## config.mk

```make
export PLATFORM = sky130hd
export DESIGN_NAME = bcd_share_arbiter
export DESIGN_NICKNAME = d
export VERILOG_FILES = /design/src/rtl/bcd_share_arbiter.sv
export SDC_FILE = /design/constraint.sdc
export NUM_CORES = 1
export LEC_CHECK = 0
export BUFFER_PORTS_ARGS = -buffer_cell sky130_fd_sc_hd__clkbuf_2
export CORE_MARGIN = 2
export CORE_UTILIZATION = 27
export DETAILED_ROUTE_END_ITERATION = 12
export MAX_ROUTING_LAYER = met4
export PLACE_DENSITY = 0.63
export SYNTH_ARGS = -nofsm -noshare
export SYNTH_HDL_FRONTEND = slang
export SYNTH_SLANG_ARGS = --single-unit
```

## constraint.sdc

```tcl
create_clock -name clk -period 1.7 [get_ports clk]
set_input_delay 0.34 -clock clk [delete_from_list [all_inputs] [get_ports clk]]
set_output_delay 0.34 -clock clk [all_outputs]
set_load 0.05 [all_outputs]
```

## src/rtl/bcd_share_arbiter.sv

```systemverilog
// ============================================================================
// Module   : bcd_share_arbiter
// Brief    : Round-robin front end that shares one binary-to-BCD engine among
//            NREQ requesters. Optional engine watchdog: BCD_ARB_TIMEOUT_EN.
// Revision : 1.0  initial release
// ============================================================================
`default_nettype none

module bcd_share_arbiter #(
    parameter int NREQ        = 4,
    parameter int DW          = 20,
    parameter int NDIG        = 6,
    parameter int IDW         = 2,
    parameter int TIMEOUT_CYC = 64
) (
    input  logic                 clk,
    input  logic                 rst,
    input  logic [NREQ-1:0]      req,
    input  logic [NREQ*DW-1:0]   req_data,
    output logic [NREQ-1:0]      gnt,
    output logic                 eng_start,
    output logic [DW-1:0]        eng_data,
    input  logic                 eng_done,
    input  logic [4*NDIG-1:0]    eng_bcd,
    output logic                 rsp_valid,
    output logic [IDW-1:0]       rsp_id,
    output logic [4*NDIG-1:0]    rsp_bcd,
    output logic                 rsp_err,
    output logic                 busy
);

    typedef enum logic [1:0] {
        S_IDLE  = 2'd0,
        S_ISSUE = 2'd1,
        S_WAIT  = 2'd2,
        S_RESP  = 2'd3
    } state_t;

    state_t         r_state;
    state_t         w_state_nxt;
    logic [IDW-1:0] r_rr_ptr;
    logic [IDW-1:0] r_cur_id;
    logic [IDW-1:0] w_win_id;
    logic           w_win_vld;
    logic           w_timeout;

    // Scan from the highest offset down so the lowest offset from rr_ptr wins.
    always_comb begin
        int idx;
        idx       = 0;
        w_win_vld = 1'b0;
        w_win_id  = '0;
        for (int k = NREQ - 1; k >= 0; k--) begin
            idx = int'(r_rr_ptr) + k;
            if (idx >= NREQ) begin
                idx = idx - NREQ;
            end
            if (req[idx]) begin
                w_win_vld = 1'b1;
                w_win_id  = IDW'(idx);
            end
        end
    end

`ifdef BCD_ARB_TIMEOUT_EN
    localparam int CW = (TIMEOUT_CYC > 1) ? $clog2(TIMEOUT_CYC) : 1;

    logic [CW-1:0] r_wd_cnt;
    logic          r_rsp_err;

    // Held at zero outside WAIT, so it always starts from zero on WAIT entry.
    always_ff @(posedge clk or posedge rst) begin
        if (rst) begin
            r_wd_cnt <= '0;
        end else if (r_state != S_WAIT) begin
            r_wd_cnt <= '0;
        end else begin
            r_wd_cnt <= r_wd_cnt + 1'b1;
        end
    end

    assign w_timeout = (r_state == S_WAIT) && (r_wd_cnt == CW'(TIMEOUT_CYC - 1));

    always_ff @(posedge clk or posedge rst) begin
        if (rst) begin
            r_rsp_err <= 1'b0;
        end else if (r_state == S_WAIT) begin
            if (eng_done) begin
                r_rsp_err <= 1'b0;
            end else if (w_timeout) begin
                r_rsp_err <= 1'b1;
            end
        end
    end

    assign rsp_err = r_rsp_err;
`else
    logic unused_timeout;

    assign unused_timeout = (TIMEOUT_CYC > 0);
    assign w_timeout      = 1'b0;
    assign rsp_err        = 1'b0;
`endif

    always_ff @(posedge clk or posedge rst) begin
        if (rst) begin
            r_state <= S_IDLE;
        end else begin
            r_state <= w_state_nxt;
        end
    end

    always_comb begin
        w_state_nxt = r_state;
        case (r_state)
            S_IDLE:  if (w_win_vld) w_state_nxt = S_ISSUE;
            S_ISSUE: w_state_nxt = S_WAIT;
            S_WAIT:  if (eng_done || w_timeout) w_state_nxt = S_RESP;
            S_RESP:  w_state_nxt = S_IDLE;
            default: w_state_nxt = S_IDLE;
        endcase
    end

    // Pulse outputs default low every cycle; data outputs hold until rewritten.
    always_ff @(posedge clk or posedge rst) begin
        if (rst) begin
            gnt       <= '0;
            eng_start <= 1'b0;
            eng_data  <= '0;
            rsp_valid <= 1'b0;
            rsp_id    <= '0;
            rsp_bcd   <= '0;
            r_rr_ptr  <= '0;
            r_cur_id  <= '0;
        end else begin
            gnt       <= '0;
            eng_start <= 1'b0;
            rsp_valid <= 1'b0;
            case (r_state)
                S_IDLE: begin
                    if (w_win_vld) begin
                        gnt      <= NREQ'(1) << w_win_id;
                        eng_data <= req_data[int'(w_win_id)*DW +: DW];
                        r_cur_id <= w_win_id;
                    end
                end
                S_ISSUE: begin
                    eng_start <= 1'b1;
                    r_rr_ptr  <= (r_cur_id == IDW'(NREQ - 1)) ? '0 : r_cur_id + 1'b1;
                end
                S_WAIT: begin
                    if (eng_done) begin
                        rsp_valid <= 1'b1;
                        rsp_id    <= r_cur_id;
                        rsp_bcd   <= eng_bcd;
                    end else if (w_timeout) begin
                        rsp_valid <= 1'b1;
                        rsp_id    <= r_cur_id;
                        rsp_bcd   <= '1;
                    end
                end
                default: ;
            endcase
        end
    end

    assign busy = (r_state != S_IDLE);

endmodule

`default_nettype wire

```

---- Yosys cells after proc, flatten, opt, wreduce, memory -nomap -nowiden ----
Cells that the tools add are included.
storage, ports and cells
  register bits ........................... 58
  input port bits ......................... 111
  output and inout bits ................... 54
  logic and storage cells ................. 72
operators by class
  $add $sub $neg .......................... 8
  $mul .................................... 1
  order comparisons ....................... 8
  equality and inequality tests ........... 6
  shifts and indexed selects .............. 2
  mux-type cells .......................... 33
  reductions and logical operators ........ 5
operator list
  cell                   count
  $lt A32 B4 Y1 const B  4
  $mux W32               4
  $shiftx A80 B8 Y20     1
  $mux W1                15
  $mux W2                7
  $sub A3 B3 Y4 const B  3
  $ge A3 B3 Y1 const B   3
  $bmux W1 S2            4
  $mux W4                2
  $pmux W2 S4            1
  $add A2 B2 Y3 const B  2
  $eq A2 B2 Y1 const B   3
  $reduce_and A2 Y1      3
  $mul A2 B3 Y5 const B  1
  $ne A2 B2 Y1 const B   2
  $shl A1 B2 Y4 const A  1
  $sub A2 B3 Y4 const B  1
  $add A2 B1 Y3 const B  1
  $ge A2 B3 Y1 const B   1
  $add A2 B1 Y2 const B  1
  $eq A2 B1 Y1 const B   1
  $logic_not A2 Y1       1
  $reduce_bool A2 Y1     1

---- Logic depth before layout (Yosys ltp) ----
  depth in word-level cells ............... 13
  mapped depth ............................ 7
  depth with buffers taken out ............ 6

---- Worst setup path before layout ----
Ideal clock, no wire load.
  path kind ............................... reg2reg
  start ................................... reg r_state[0]
  end ..................................... reg rsp_bcd[10]
  setup time .............................. 125 ps
  arrival ................................. 1,553 ps
  required time ........................... 1,575 ps
  path slack .............................. 22 ps
  stages on the path, launching flop included .. 6
  buffers on the path ..................... 1
  clock period less this slack ............ 1,678 ps
  cells stage by stage .................... dfrtp_1 > inv_1 > ha_1 > nand2_1 > clkbuf_1 > mux2_2
on the way
  longest elaborated chain between the ends .. 2
ends and longest elaborated chain
  what                                line  text
  start: declaration                  39    state_t r_state;
  start signal: assignment            109   r_state <= w_state_nxt;
  $eq A2 B2 Y1                        139   case (r_state)
  $reduce_and A2 Y1 (no source line)  n/a
  end signal: assignment              155   rsp_bcd <= eng_bcd;
  end: declaration                    27    output logic [4*NDIG-1:0] rsp_bcd,
Every way passes these cells.
A chain may end at the register's enable or synchronous reset.

---- Worst setup path after layout ----
  start ................................... reg r_state[1]
  end ..................................... out busy
on the way
  longest elaborated chain between the ends .. 1
ends and longest elaborated chain
  what                line  text
  $reduce_bool A2 Y1  167   assign busy = (r_state != S_IDLE);
  end: declaration    29    output logic busy
Every way passes these cells.

==> flow_summary_export.csv <==
group,metric,value,unit
cells_and_area,fill_cells,1033,
cells_and_area,antennaDiodeCount,0,
yosys,synthCells,248,
global_routing,track_usage,14.3,%
outcome,status,"finished clean",
worst_setup_path,critPathLaunch,"r_state[1]$_DFFE_PP0P_",
sta,fin_skew,0.00793,ns
cells_and_area,drive_gt1_share,56.4,%
global_routing,grt_pass1_wl,12400,um
cells_and_area,mostFrequentLayoutCell,"clkbuf_2",
cells_and_area,fin_area,4230,um^2
min_path,hp-class,"in2async",
floorplan,die_h,107,um
routing,wl,7890,um
worst_setup_path,r2r_start,"r_rr_ptr[0]$_DFFE_PP0P_",
cells_and_area,layout_common_cells,"162 x clkbuf_2, 57 x dfrtp_1, 28 x mux2_2",
cells_and_area,fin_nets,539,
routing,drc,0,
clock_network,clkLatencyLatePin,0.34,ns
clock_network,cts-buffers-inserted,9,
global_routing,met2_usage,24.2,%
clock_network,clockBufferDepth,2,
placed_design,preCtsSetupSlack,-0.0535,ns
worst_setup_path,path_class,"reg2out",
pwr,power_per_cell_area,2250,nW/um^2
placed_design,gp_congestion,0.732,
clock_network,path_clk_slew,0.08,ns
clock_network,htree_levels,3,
worst_setup_path,arrival,1.30,ns
yosys,yosysWarnings,0,
clock_network,cts_tree,"done",
worst_setup_path,crit_fanout,5,
sta,tns,0,ns
worst_setup_path,cp-start-kind,"flop",
routing,antenna_left,0,
cells_and_area,fin_util,41.2,%
yosys,syn_avg_cell_area,11.5,um^2
clock_network,clockRootBuffer,"clkbuf_8",
sta,slew_violations,0,
floorplan,die_w,107,um
floorplan,initial_utilization,27.8,%
sta,rsz0062_at_grt,"yes",
yosys,syn_area,2850,um^2
global_routing,grt_busiest_layer,"met2",
placed_design,io_buffer_count,163,
routing,drt_iter0_drc,62,
worst_setup_path,cp-end-kind,"output port",
routing,num_vias,2606,
global_routing,antenna_found_initial,0,
yosys,synth_cell_types,32,
routing,dr.pass1.iters,4,
flow_run,maxCapViolCount,0,
worst_setup_path,critPathRequiredTime,1.36,ns
cells_and_area,syn_to_final_growth,48.2,%
sta,setup_slack,0.0648,ns
floorplan,dieArea,11400,um^2
routing,routedWlPerCell,14.0,um
sta,hold_viol_final,0,
floorplan,ioPinCount,165,
yosys,synth-seq-area-share,50.9,%
floorplan,placementRows,37,
routing,vias_per_cell,4.61,
sta,setup_viol,0,
sta,period_share,96.2,%
pwr,ir_drop,822,uV
clock_network,cts.sinks,58,
placed_design,hpwlAfterDp,5750,um
global_routing,grtUsageMet1,15.9,%
global_routing,grt_pass1_vias,2634,
sta,min_period,1.64,ns
placed_design,place_area,3980,um^2
global_routing,overflow,0,
global_routing,grt_max_degree,59,
yosys,syn_nets,363,
global_routing,met3_usage,4.74,%
floorplan,core,10300,um^2
sta,clock.fmax,612,MHz
pwr,p_leak,2.15,nW
yosys,synth_seq_cells,58,
==> final timing paths <==
check                      slack, ns  depth (start not counted)                        to
setup / recovery                0.06                          4                      busy
hold / removal                  0.07                          3   rsp_bcd[23]$_DFFE_PP0P_
setup reg to reg                0.09                          7  eng_data[17]$_DFFE_PP0P_
hold reg to reg                 0.50                          1    rsp_bcd[8]$_DFFE_PP0P_
max in group asynchronous       1.36                          3   r_rr_ptr[1]$_DFFE_PP0P_
min in group clk                0.23                          2    rsp_bcd[0]$_DFFE_PP0P_
==> power by group <==
part | switching [W] | leakage [nW] | internal, W
Clock | 0.000613 | 0.0921 | 0.000685
Combinational | 0.00383 | 1.37 | 0.00193
Sequential | 0.000364 | 0.693 | 0.00208
Total | 0.00481 | 2.15 | 0.00469
==> sequential cells by signal, summed over array words and instances (netlist names) <==
name       count
rsp_bcd       24
eng_data      20
gnt            4
r_cur_id       2
r_rr_ptr       2
r_state        2
rsp_id         2
eng_start      1
rsp_valid      1
==> routing by layer <==
layer | part of all wire (%) | up-vias | routed length, um
met1 | 42 | 1216 | 3310
met3 | 7.6 | 9 | 596
met2 | 49 | 113 | 3890
li1 | - | 1268 | -
met5 | 0 | - | 0
met4 | 1.2 | 0 | 92
==> repair_timing <==
item	4_1_cts	5_1_grt
setup endpoints to repair	21	17
resized for setup	3	9
pin swaps	0	0
setup buffers	0	0
hold buffers	0	0
cloned	0	0
==> cell families (layout without fill, tap and decap cells) <==
family,Yosys count,count (layout),share of synthesized area (%)
AO/OA/AOI/OAI,69,69,15.9
flip-flops,58,58,50.9
multiplexers,48,48,18.1
AND/OR/NAND/NOR,42,42,8.55
buffers and inverters,26,207,4.73
adder cells (fa/ha/maj),4,4,1.75
other,1,1,0.131
==> critical path: stages (launching register included) <==
cell      delay (ns)
dfrtp_1         0.39
inv_1           0.14
ha_4            0.19
inv_1           0.04
clkbuf_4        0.20
==> stage by stage <==
stage	instances	hold slack (ns)	power, W
floorplan	248	0.433	0.00661
global placement	549	0.435	0.00805
detailed placement	549	0.439	0.00818
CTS	565	0.0610	0.00952
global route	565	0.0825	0.0101
finish	565	0.0662	0.00950
==> area by class of cell <==
class / instances / area (um^2) / share of cell area (%)
inverters: 6 / 26.3 / 0.621
clock buffers: 9 / 124 / 2.93
multi-input cells: 164 / 1320 / 31.1
well taps: 136 / 170 / 4.02
repair buffers: 185 / 1060 / 25.1
flip-flops and latches: 58 / 1450 / 34.3
clock inverters: 7 / 78.8 / 1.86
==> cells in the mapped netlist, drive strengths merged <==
library cell	count	area (um^2)
or2	1	8.76
clkbuf	9	37.5
nor2	2	7.51
a21oi	1	5.00
nand2b	4	25.0
mux2i	20	200
nor3	2	10.0
buf	11	75.1
a21boi	1	7.51
o221ai	1	15.0
mux2	28	315
nand4b	1	8.76
a21o	1	7.51
o21ai	21	105
o22ai	21	131
conb	1	3.75
nor2b	2	12.5
dfrtp	58	1450
a211oi	20	150
o2111ai	1	15.0
o22a	1	8.76
o31a	1	8.76
and3	21	131
ha	4	50.1
inv	6	22.5
nor3b	1	7.51
nand2	8	32.5
Power figures use the tool's default switching activity.
